$ cat src/rtl/comp_seq_ctrl.sv
// Serial magnitude comparator: walks two N-bit operands 2 bits per cycle, MSB slice first,
// stops at the first differing slice and reports a registered one-hot x/y/z result with done.
module comp_seq_ctrl #(
  parameter int unsigned N = 8
) (
  input  logic         clk,
  input  logic         rst,
  input  logic         start,
  input  logic [N-1:0] a,
  input  logic [N-1:0] b,
  output logic         busy,
  output logic         done,
  output logic         x,
  output logic         y,
  output logic         z
);

  localparam int unsigned S    = N / 2;
  localparam int unsigned CntW = (S > 1) ? $clog2(S) : 1;

  typedef enum logic [1:0] {
    StIdle,
    StRun,
    StDone
  } state_e;

  state_e          state_q, state_d;
  logic [N-1:0]    sa_q, sa_d;
  logic [N-1:0]    sb_q, sb_d;
  logic [CntW-1:0] cnt_q, cnt_d;
  logic            x_q, x_d;
  logic            y_q, y_d;
  logic            z_q, z_d;

  logic [1:0] slice_a;
  logic [1:0] slice_b;
  logic       accept;

  assign slice_a = sa_q[N-1 -: 2];
  assign slice_b = sb_q[N-1 -: 2];
  assign accept  = start && ((state_q == StIdle) || (state_q == StDone));

  always_comb begin
    state_d = state_q;
    sa_d    = sa_q;
    sb_d    = sb_q;
    cnt_d   = cnt_q;
    x_d     = x_q;
    y_d     = y_q;
    z_d     = z_q;

    unique case (state_q)
      StIdle, StDone: begin
        if (accept) begin
          sa_d    = a;
          sb_d    = b;
          cnt_d   = CntW'(S - 1);
          x_d     = 1'b0;
          y_d     = 1'b0;
          z_d     = 1'b0;
          state_d = StRun;
        end else if (state_q == StDone) begin
          state_d = StIdle;
        end
      end
      StRun: begin
        if (slice_a > slice_b) begin
          x_d     = 1'b1;
          state_d = StDone;
        end else if (slice_a < slice_b) begin
          y_d     = 1'b1;
          state_d = StDone;
        end else if (cnt_q == '0) begin
          z_d     = 1'b1;
          state_d = StDone;
        end else begin
          // Equal so far: bring the next lower slice into the compare window.
          sa_d  = sa_q << 2;
          sb_d  = sb_q << 2;
          cnt_d = cnt_q - CntW'(1);
        end
      end
      default: state_d = StIdle;
    endcase
  end

  always_ff @(posedge clk) begin
    if (rst) begin
      state_q <= StIdle;
      sa_q    <= '0;
      sb_q    <= '0;
      cnt_q   <= '0;
      x_q     <= 1'b0;
      y_q     <= 1'b0;
      z_q     <= 1'b0;
    end else begin
      state_q <= state_d;
      sa_q    <= sa_d;
      sb_q    <= sb_d;
      cnt_q   <= cnt_d;
      x_q     <= x_d;
      y_q     <= y_d;
      z_q     <= z_d;
    end
  end

  assign busy = (state_q == StRun);
  assign done = (state_q == StDone);
  assign x    = x_q;
  assign y    = y_q;
  assign z    = z_q;

  // Result flags never overlap, and a completed compare always carries exactly one.
  a_result_onehot0 : assert property (@(posedge clk) $onehot0({x_q, y_q, z_q}));
  a_done_onehot    : assert property (@(posedge clk) (state_q == StDone) |-> $onehot({x_q, y_q, z_q}));
  a_busy_clear     : assert property (@(posedge clk) (state_q == StRun) |-> ({x_q, y_q, z_q} == 3'b000));

endmodule

$ cat config.mk
export PLATFORM = sky130hd
export DESIGN_NAME = comp_seq_ctrl
export DESIGN_NICKNAME = d
export VERILOG_FILES = /design/src/rtl/comp_seq_ctrl.sv
export SDC_FILE = /design/constraint.sdc
export NUM_CORES = 1
export LEC_CHECK = 0
export CORE_MARGIN = 2
export CORE_UTILIZATION = 40
export DETAILED_ROUTE_END_ITERATION = 10
export PLACE_DENSITY = 0.77
export SLEW_MARGIN = 10
export SYNTH_ARGS = -nofsm -noshare
export SYNTH_HDL_FRONTEND = slang
export SYNTH_SLANG_ARGS = --single-unit
$ cat constraint.sdc
create_clock -name clk -period 1.7 [get_ports clk]
set_input_delay 0.34 -clock clk [delete_from_list [all_inputs] [get_ports clk]]
set_output_delay 0.34 -clock clk [all_outputs]
set_load 0.005 [all_outputs]
Word-level counts from Yosys, hierarchy flattened
Cells that the tools add are included.
Word-level totals
  register bits after elaboration: 23
  bits in latches: 0
  RAM bits: 0
  memory bits (read-only): 0
  output and inout port bits: 5
  memories: 0
Operators by class
  add/sub/neg operators: 1
  multiply operators: 0
  divide/modulo/power cells: 0
  order comparisons: 2
  equality and inequality tests: 11
  shifts and indexed selects: 0
  multiplexer cells: 31
  bitwise logic cells: 0
  reduce and logical (&&, ||, !) cells: 11
Operators by type and width (count)
  two-way mux 8 bit: 8
  one-hot mux 8 bit (2 select lines): 2
  two-way mux 2 bit: 9
  AND reduction 5 bit: 2
  != test 2 bit, second input constant: 4
  one-hot mux 2 bit (2 select lines): 2
  two-way mux 1 bit: 7
  != test 2 x 1 -> 1 bit, second input constant: 3
  one-hot mux 1 bit (2 select lines): 3
  logical NOT 2 bit: 2
  != test 4 x 1 -> 1 bit, second input constant: 1
  AND reduction 4 bit: 1
  != test 3 bit, second input constant: 1
  AND reduction 3 bit: 1
  == test 2 x 1 -> 1 bit, second input constant: 1
  == test 2 bit, second input constant: 1
  > comparator 2 bit: 1
  less-than comparator 2 bit: 1
  AND reduction 2 bit: 1
  nonzero test 2 bit: 1
  OR reduction 2 bit: 1
  subtractor 2 x 1 -> 2 bit, second input constant: 1
  logical AND 1 bit: 1
  logical OR 1 bit: 1

Longest topological paths before layout
Gate-level depths: netlist of the first run.
  depth after elaboration: 5
  mapped depth: 7
  depth with buffers taken out: 6

Worst setup path after synthesis of the first run
No wires, ideal clock.
  path kind: register to register
  start: reg sa_q[6]
  end: reg sa_q[2]
  setup time: 89 ps
  arrival: 1410 ps
  required time: 1611 ps
  setup slack: 201 ps
  cell stages (with the launch flop): 8
  path buffers: 1
  cell sequence: dfxtp_1 > inv_1 > ha_1 > nand2_1 > o21ai_2 > buf_4 > a21oi_2 > a311oi_2
On the way
  cells in the longest elaborated chain, start to end: 3
Ends and longest elaborated chain
  start: declaration: line 28  | logic [N-1:0] sa_q, sa_d;
  start signal: assignment: line 90  | sa_q <= '0;
  start signal: assignment: line 98  | sa_q <= sa_d;
  less-than comparator 2 bit / > comparator 2 bit (equally long branches): line 70, 67
  != test 2 bit (no source line)
  AND reduction 5 bit (no source line) *
Every way passes the cells marked *; elsewhere a longest branch is shown, timed or not.
A chain may end at the register's enable or synchronous reset.

Worst setup path in the final report of the first run
  start: reg sa_q[6]
  end: reg sb_q[6]
On the way
  cells in the longest elaborated chain, start to end: 3
Ends and longest elaborated chain
  less-than comparator 2 bit / > comparator 2 bit (equally long branches): line 70, 67
  != test 2 bit (no source line)
  AND reduction 5 bit (no source line) *
  end signal: assignment: line 91  | sb_q <= '0;
  end signal: assignment: line 99  | sb_q <= sb_d;
  end: declaration: line 29  | logic [N-1:0] sb_q, sb_d;
Marks and branches as above.

==> impl_metrics.yaml, run 1 <==
yosys:
  yosys.area.top_type: "dfxtp_1"
  synth_area_leaders: "dfxtp_1, a311oi_2, nand2_1"
  synth-edff-count: 0
  synth_seq_area_share_pct: 38.3
  async_flop_share_pct: 0
  syn-num-nets: 149
  avgSynthCellArea_um2: 9.48
  synth.distinct_cells: 28
  yosysTopAreaCellShare_pct: 38.3
  synth_most_common_cell: "nand2_1"
  synth_ff_type: "dfxtp_1"
  synth.ff_latch_count: 23
  synth_area_mm2: 0.00120
  synthTopCellsByCount: "nand2_1, dfxtp_1, a21oi_2, a311oi_2, a21oi_1"
  synth_cells: 127
  synth_warnings: 0
cells_and_area:
  fin_area_mm2: 0.00157
  drive_gt1_share_pct: 28.0
  final_nets: 180
  multi_input_area_um2: 677
  diodes: 0
  final-seq-area_um2: 463
  fillers: 250
  syn2layout_area_growth_pct: 30.0
sta:
  finalWorstSetupSlack_ns: 0.0663
  hold_viol_final: 0
  post-route-period-util_pct: 96.1
  fin_tns_setup_ns: 0
  maxSlewViolCount: 0
  relSlewSlack_pct: 75.9
  rsz0062_at_grt: "yes"
  finalSetupViolCount: 0
  timing.fmax_mhz: 612
  finalCriticalPeriod_ns: 1.63
  whs_ns: 0.471
  skew_ns: 0.0106
  worstMarginPinSlew_ns: 0.361
placed_design:
  place_congestion: 0.757
  portBuffers: 23
  place_area_mm2: 0.00148
  dp_hpwl_um: 2030
  place_ws_ns: -0.0359
floorplanning:
  initial_core_util_pct: 42.9
  coreArea_mm2: 0.00281
  die_y_um: 58.9
  die_w_um: 58.9
  num_io_pins: 24
  num_rows: 19
  die-area_mm2: 0.00346
clock_tree:
  tritoncts: "built"
  clock_latency_ns: 0.32
  cts_hold_buf: 0
  h-tree-depth: 1
  cts_root_buf: "clkbuf_4"
  clock_sinks: 23
  clock_path_buffers: 2
  cts_buffers: 3
  path_clk_slew_ns: 0.14
detailed_routing:
  drt_iter0_drc: 18
  wl_um: 2750
  ant_nets: 0
  via_per_inst: 5.58
  drc: 0
  num_vias: 1049
  routedWlPerCell_um: 14.6
  firstDrtPassIters: 4
critical_path:
  rr_worst_depth: 6
  critPathKind: "register to register"
  cp_top_family: "compound AO/OA/AOI/OAI gates"
  r2r_slack_ns: 0.07
  crit_start: "sa_q[6]$_SDFFE_PP0P_"
  critPathLaunchType: "register"
  cp.arrival_ns: 1.84
  cp_max_fo: 7
  r2r-start: "sa_q[6]$_SDFFE_PP0P_"
  slowest_delay_ns: 0.38
  critical_path_cell_count: 6
  path_cells: "inv_1 -> ha_1 -> nand2_1 -> o21a_4 -> nor2_4 -> a311oi_2"
  crit_buf_inv: 1
  r2r_end: "sb_q[6]$_SDFFE_PP0P_"
  critPathSlowestCell: "dfxtp_1"
  worstPathRequired_ns: 1.91
  end_kind: "register"
power:
  p_per_area_mw_per_mm2: 1020
  p_leak_uw: 0.000594
  ir_drop_mv: 0.566
  p_total_uw: 1600
global_route:
  track_usage_pct: 16.5
  grt-ovfl-total: 0
  antenna_found_initial: 0
  grt_max_degree: 19
  grt_pass1_vias: 1064
  grt_pass1_wl_um: 4360
hold_path:
  hold_path_startpoint: "x$_SDFFE_PP0P_"
  min_to: "x$_SDFFE_PP0P_"
  min_path_cells: 2
  hold_class: "register to register"
run_status:
  status: "finished, final reports clean"
flow_run:
  cap_viol_max_count: 0
[layer usage]
layer | vias to the layer above | routed length (µm) | GRT usage, %
met3 | 7 | 68 | 2.64
met1 | 508 | 1150 | 17.8
met4 | 0 | 62 | 8.44
li1 | 513 | - | -
met5 | - | 0 | 0
met2 | 21 | 1470 | 30.5
[final cells by class]
type / count / area share (%)
Clock inverter: 1 / 0.320
Timing Repair Buffer: 33 / 21.4
Sequential cell: 23 / 29.6
Clock buffer: 3 / 1.44
Multi-Input combinational cell: 92 / 43.2
Inverter: 5 / 1.52
Tap cell: 31 / 2.48
[layout by cell type (no fill, tap or decap), types with 2 or more instances in the layout]
| cell type | n |
|---|---|
| nor2b_1 | 3 |
| dfxtp_2 | 2 |
| o21ai_0 | 4 |
| clkbuf_4 | 3 |
| nor3_1 | 5 |
| dlymetal6s2s_1 | 2 |
| inv_1 | 4 |
| buf_12 | 2 |
| o21a_4 | 2 |
| buf_4 | 8 |
| a21oi_2 | 10 |
| a21oi_1 | 8 |
| nand2_1 | 30 |
| a311oi_2 | 10 |
| a311oi_1 | 2 |
| nor2_1 | 2 |
| ha_1 | 3 |
| dfxtp_1 | 21 |
| o21a_1 | 2 |
| clkdlybuf4s50_1 | 21 |
| a41oi_1 | 2 |
[timing repair]
item	4_1_cts	5_1_grt
setup endpoints to repair	1	15
endpoints found under the hold margin	0	0
setup buffers	1	2
gates cloned	0	1
resized for setup	3	3
pin swaps	0	2
[flip-flops by register name (all words and copies together), names as in the netlist]
signal   flops
y            1
state_q      2
sb_q         8
cnt_q        2
sa_q         8
x            1
z            1
[how the worst max path moves through the flow]
| stage | endpoint | slack [ns] |
|---|---|---|
| finish | sb_q[6]$_SDFFE_PP0P_ | 0.07 |
| global route | sa_q[7]$_SDFFE_PP0P_ | 0.003 |
| CTS | busy | 0.03 |
| detailed placement | sb_q[5]$_SDFFE_PP0P_ | -0.04 |
| global placement | sa_q[2]$_SDFFE_PP0P_ | 0.04 |
| floorplan | sa_q[2]$_SDFFE_PP0P_ | 0.20 |
[logic make-up after synthesis]
family	count (synthesis)	synth area share [%]
fa+ha+maj	3	3.12
flops	23	38.3
compound gates	44	34.6
simple gates	44	16.9
buf+inv	13	7.07
[stage by stage]
step,utilization [%],instances
3_5_place_dp,52.6,180
3_3_place_gp,52.6,180
5_1_grt,55.8,188
6_report,55.8,188
2_1_floorplan,-,127
4_1_cts,54.2,185
[power breakdown]
part | leakage (µW) | total, µW | switching (µW) | internal [µW]
Clock | 0.0000177 | 260 | 172 | 88.1
Combinational | 0.000386 | 661 | 354 | 307
Sequential | 0.000191 | 677 | 54.1 | 622
Total | 0.000594 | 1600 | 581 | 1020
[tightest hold or removal path, stage by stage, from the launching register on]
cell and delay (ns):
dfxtp_1 0.33, nand2_1 0.05, a21oi_1 0.05
Power figures use the tool's default switching activity.
==> run 2, diff against run 1 <==
--- a/config.mk
+++ b/config.mk
@@ -5,6 +5,7 @@
 export SDC_FILE = /design/constraint.sdc
 export NUM_CORES = 1
 export LEC_CHECK = 0
+export CORE_ASPECT_RATIO = 1.4
 export CORE_MARGIN = 2
 export CORE_UTILIZATION = 40
 export DETAILED_ROUTE_END_ITERATION = 10
==> run 2 against run 1 <==
Total power is 4.3% higher. Cell count is 2.1% higher. Critical path depth is 3 lower. Sequential share of layout area is 0.10 points lower. First-iteration DRC count is 22% lower. Global-route usage is 0.15 points lower. Largest cell class unchanged. Highest routed layer unchanged.
==> impl_metrics.yaml, run 2 (synthesis gave the netlist of run 1 again) <==
run_status:
  status: "finished, final reports clean"
sta:
  skew_ns: 0.00948
  rsz0062_at_grt: "no"
  worstMarginPinSlew_ns: 0.344
  timing.fmax_mhz: 615
  post-route-period-util_pct: 95.6
  relSlewSlack_pct: 77.0
  finalCriticalPeriod_ns: 1.63
  hold_viol_final: 0
  finalSetupViolCount: 0
  maxSlewViolCount: 0
global_route:
  grt.met2_usage_pct: 31.4
  grt_use_met3_pct: 2.16
  grt_util_met1_pct: 17.4
  grt-ovfl-total: 0
  busiest_layer: "met2"
  track_usage_pct: 16.3
  antenna_found_initial: 0
  grt_max_degree: 17
  grt_pass1_vias: 1053
  grt_pass1_wl_um: 4350
clock_tree:
  tritoncts: "built"
  clock_path_buffers: 2
  cts_buffers: 3
  clock_latency_ns: 0.26
  path_clk_slew_ns: 0.09
  h-tree-depth: 1
  clock_sinks: 23
  cts_root_buf: "clkbuf_8"
  cts_hold_buf: 0
detailed_routing:
  ant_nets: 0
  num_vias: 1034
  drc: 0
  via_per_inst: 5.39
  routedWlPerCell_um: 13.4
  firstDrtPassIters: 4
  wl_um: 2580
  drt_iter0_drc: 14
cells_and_area:
  syn2layout_area_growth_pct: 30.1
  final-seq-area_um2: 462
  top_regs: "sa_q: 8 flops, sb_q: 8 flops"
  final_common_cell: "nand2_1"
  fin_area_mm2: 0.00157
  fillers: 258
  diodes: 0
  final_nets: 178
  layout_common_cells: "nand2_1, clkdlybuf4s50_1, dfxtp_1"
  multi_input_area_um2: 666
  drive_gt1_share_pct: 26.5
placed_design:
  place_congestion: 0.742
  dp_hpwl_um: 1980
  place_area_mm2: 0.00149
  portBuffers: 23
power:
  ir_drop_mv: 0.690
  p_total_uw: 1670
  p_leak_uw: 0.000561
  p_per_area_mw_per_mm2: 1060
critical_path:
  r2r_slack_ns: 0.08
  end_kind: "output port"
  cp_max_fo: 4
  worstPathRequired_ns: 1.36
  cp.arrival_ns: 1.29
  critPathKind: "register to output port"
  crit_start: "state_q[1]$_SDFFE_PP0P_"
  r2r-start: "sb_q[7]$_SDFFE_PP0P_"
  critPathLaunchType: "register"
floorplanning:
  die-area_mm2: 0.00347
  die_w_um: 50.4
  die_y_um: 68.9
  num_rows: 23
  coreArea_mm2: 0.00288
  initial_core_util_pct: 41.8
  num_io_pins: 24
hold_path:
  hold_class: "register to register"
  hold_path_startpoint: "cnt_q[1]$_SDFFE_PP0P_"
flow_run:
  cap_viol_max_count: 0
-- run 2: changes by cell type in the layout (fill, tap and decap cells not counted) --
cell / before / now
buf_4: 8 / 7
clkbuf_4: 3 / 0
clkbuf_8: 0 / 3
clkdlybuf4s50_1: 21 / 23
dfxtp_1: 21 / 22
dfxtp_2: 2 / 1
dlymetal6s2s_1: 2 / 0
nor2_4: 1 / 0
-- run 2: through the flow --
stage,hold WS (ns),setup slack [ns],cells,TNS (ns),utilization (%)
floorplan,0.412,0.201,127,0,-
global placement,0.448,0.0176,187,0,51.8
detailed placement,0.454,-0.0550,187,-0.205,51.8
CTS,0.473,0.0260,191,0,53.7
global route,0.481,0.00681,192,0,54.4
finish,0.474,0.0746,192,0,54.4
-- run 2: critical path, stage by stage (launching register included) --
cell             delay [ns]
dfxtp_1                0.31
nand2b_4               0.15
inv_6                  0.06
clkdlybuf4s50_1        0.49
-- run 2: power by group --
part	switching, µW	total [µW]	internal [µW]	leakage, µW
Combinational	344	654	311	0.000346
Sequential	54.2	676	622	0.000190
Clock	174	337	163	0.0000255
Total	571	1670	1100	0.000561
-- run 2: worst paths after layout --
path | to | depth (start not counted)
worst min register to register | cnt_q[1]$_SDFFE_PP0P_ | 1
worst min-delay path | cnt_q[1]$_SDFFE_PP0P_ | 1
worst max register to register | sb_q[2]$_SDFFE_PP0P_ | 6
worst max-delay path | busy | 3
-- run 2: area by class of cell --
class / instances / area share (%)
tap: 37 / 2.96
sequential: 23 / 29.5
multi-input combinational: 91 / 42.5
inverter: 5 / 1.52
timing repair buffer: 32 / 20.6
clock inverter: 1 / 0.319
clock buffer: 3 / 2.64
-- run 2: routing by layer --
metal  up-vias  part of all wire [%]
met1       498                    42
met3         4                   3.0
met2        18                    54
met4         0                   1.2
li1        514                     -
met5         -                     0
-- run 2: repair_timing --
item | 4_1_cts | 5_1_grt
setup buffers | 0 | 1
resized for setup | 1 | 1
pin swaps | 0 | 1
setup endpoints to repair | 1 | 10
==> run 3, diff against run 2 <==
--- a/config.mk
+++ b/config.mk
@@ -6,7 +6,7 @@
 export NUM_CORES = 1
 export LEC_CHECK = 0
 export CORE_ASPECT_RATIO = 1.4
-export CORE_MARGIN = 2
+export CORE_MARGIN = 4
 export CORE_UTILIZATION = 40
 export DETAILED_ROUTE_END_ITERATION = 10
 export PLACE_DENSITY = 0.77
==> run 3 against run 2 <==
Worst hold slack worse by 0.011 ns. Die area rose by 14%. Clock power is 2% higher. Total power is essentially flat. Flip-flop and latch count is the same. Global-route usage decreased by 1.4 points. First-iteration DRC count increased by 100%. Cell count stayed put. Largest cell class unchanged.
==> impl_metrics.yaml, run 3 (synthesis gave the netlist of run 1 again) <==
floorplanning:
  die_y_um: 72.9
  num_io_pins: 24
  coreArea_mm2: 0.00288
  die-area_mm2: 0.00396
  die_w_um: 54.4
  num_rows: 23
  initial_core_util_pct: 41.8
power:
  power_switching_uw: 581
  p_leak_uw: 0.000572
  p_int_uw: 1090
  p_comb_share_pct: 38.8
  p_per_area_mw_per_mm2: 1060
  p_clk_share_pct: 20.6
  ir_drop_mv: 0.643
  switching_share_pct: 34.9
  seqPwrFrac_pct: 40.7
global_route:
  antenna_found_initial: 0
  busiest_layer: "met2"
  grt_use_met3_pct: 2.45
  grt_pass1_vias: 1011
  grt.met2_usage_pct: 26.6
  grt-ovfl-total: 0
  grt_util_met1_pct: 16.5
  grt_pass1_wl_um: 4420
  track_usage_pct: 14.9
  grt_max_degree: 24
critical_path:
  worstPathRequired_ns: 1.36
  r2r_end: "sa_q[7]$_SDFFE_PP0P_"
  rr_worst_depth: 6
  crit_buf_inv: 1
  critical_path_cell_count: 2
  r2r-start: "sb_q[7]$_SDFFE_PP0P_"
  critPathLaunchType: "register"
  cp_max_fo: 2
  cp_top_family: "buffers and inverters"
  slowest_delay_ns: 0.51
  cp.arrival_ns: 1.27
  critPathSlowestCell: "clkdlybuf4s50_1"
  crit_start: "state_q[1]$_SDFFE_PP0P_"
  path_cells: "nor2b_1 -> clkdlybuf4s50_1"
  end_kind: "output port"
  critPathKind: "register to output port"
  r2r_slack_ns: 0.14
sta:
  worstMarginPinSlew_ns: 0.387
  maxSlewViolCount: 0
  whs_ns: 0.463
  rsz0062_at_grt: "no"
  hold_viol_final: 0
  relSlewSlack_pct: 74.1
  finalSetupViolCount: 0
  skew_ns: 0.00216
  fin_tns_setup_ns: 0
  timing.fmax_mhz: 623
  finalCriticalPeriod_ns: 1.61
  post-route-period-util_pct: 94.4
detailed_routing:
  drt_iter0_drc: 28
  drc: 0
  num_vias: 1044
  routedWlPerCell_um: 14.3
  via_per_inst: 5.44
  ant_nets: 0
  firstDrtPassIters: 4
  wl_um: 2750
flow_run:
  cap_viol_max_count: 0
clock_tree:
  path_clk_slew_ns: 0.08
  cts_hold_buf: 0
  clock_latency_ns: 0.26
  clock_path_buffers: 2
  clock_sinks: 23
  cts_root_buf: "clkbuf_8"
  cts_buffers: 3
  h-tree-depth: 1
  tritoncts: "built"
hold_path:
  hold_class: "register to register"
  min_path_cells: 2
  min_to: "x$_SDFFE_PP0P_"
  hold_path_startpoint: "x$_SDFFE_PP0P_"
cells_and_area:
  drive_gt1_share_pct: 26.5
  fin_area_mm2: 0.00157
  fillers: 258
  final_common_cell: "nand2_1"
  diodes: 0
  final_nets: 178
  layout_common_cells: "nand2_1, dfxtp_1, clkdlybuf4s50_1"
  syn2layout_area_growth_pct: 30.8
  top_regs: "sa_q: 8 flops, sb_q: 8 flops"
placed_design:
  place_area_mm2: 0.00148
  place_congestion: 0.748
  portBuffers: 23
  dp_hpwl_um: 1970
run_status:
  status: "finished, final reports clean"
## run 3: routing by layer
layer	wire (µm)	vias to the layer above
met1	1060	500
met2	1530	24
met5	0	-
met3	104	7
met4	55	0
li1	-	513
## run 3: worst max path at each step
stage | to
finish | done
global route | sb_q[7]$_SDFFE_PP0P_
CTS | busy
detailed placement | sb_q[5]$_SDFFE_PP0P_
global placement | sb_q[2]$_SDFFE_PP0P_
floorplan | sa_q[2]$_SDFFE_PP0P_
## run 3: area by class of cell
type	instances	area, µm²	area share (%)
well taps	37	46.3	2.94
flip-flops and latches	23	462	29.3
multi-input cells	92	679	43.2
inverters	5	23.8	1.51
clock buffers	4	45.0	2.86
repair buffers	31	318	20.2
## run 3: worst register-to-register path: stages (launching register included)
cell      delay (ns)
dfxtp_1         0.34
inv_1           0.05
ha_1            0.20
nor2b_1         0.34
o21a_4          0.26
nor2_4          0.10
a311oi_1        0.20
## run 3: per-stage QoR
stage | instances | util [%] | setup slack (ns) | total power, µW
floorplan | 127 | - | 0.201 | 1140
global placement | 186 | 51.6 | 0.0382 | 1270
detailed placement | 186 | 51.6 | -0.00501 | 1290
CTS | 190 | 53.4 | 0.0251 | 1630
global route | 192 | 54.7 | 0.00535 | 1770
finish | 192 | 54.7 | 0.0949 | 1670
## run 3: timing repair
item	in CTS	in global routing
endpoints found under the setup margin	1	14
buffers inserted	0	1
cloned	0	1
gates resized for setup	3	2
pin swaps	0	2
## run 3: power by group through the flow
stage          clock network (µW)  registers, µW  logic [µW]
2_1_floorplan                   0            673         465
3_3_place_gp                    0            682         588
3_5_place_dp                    0            686         603
4_1_cts                       346            677         609
5_1_grt                       370            686         711
6_report                      343            678         646
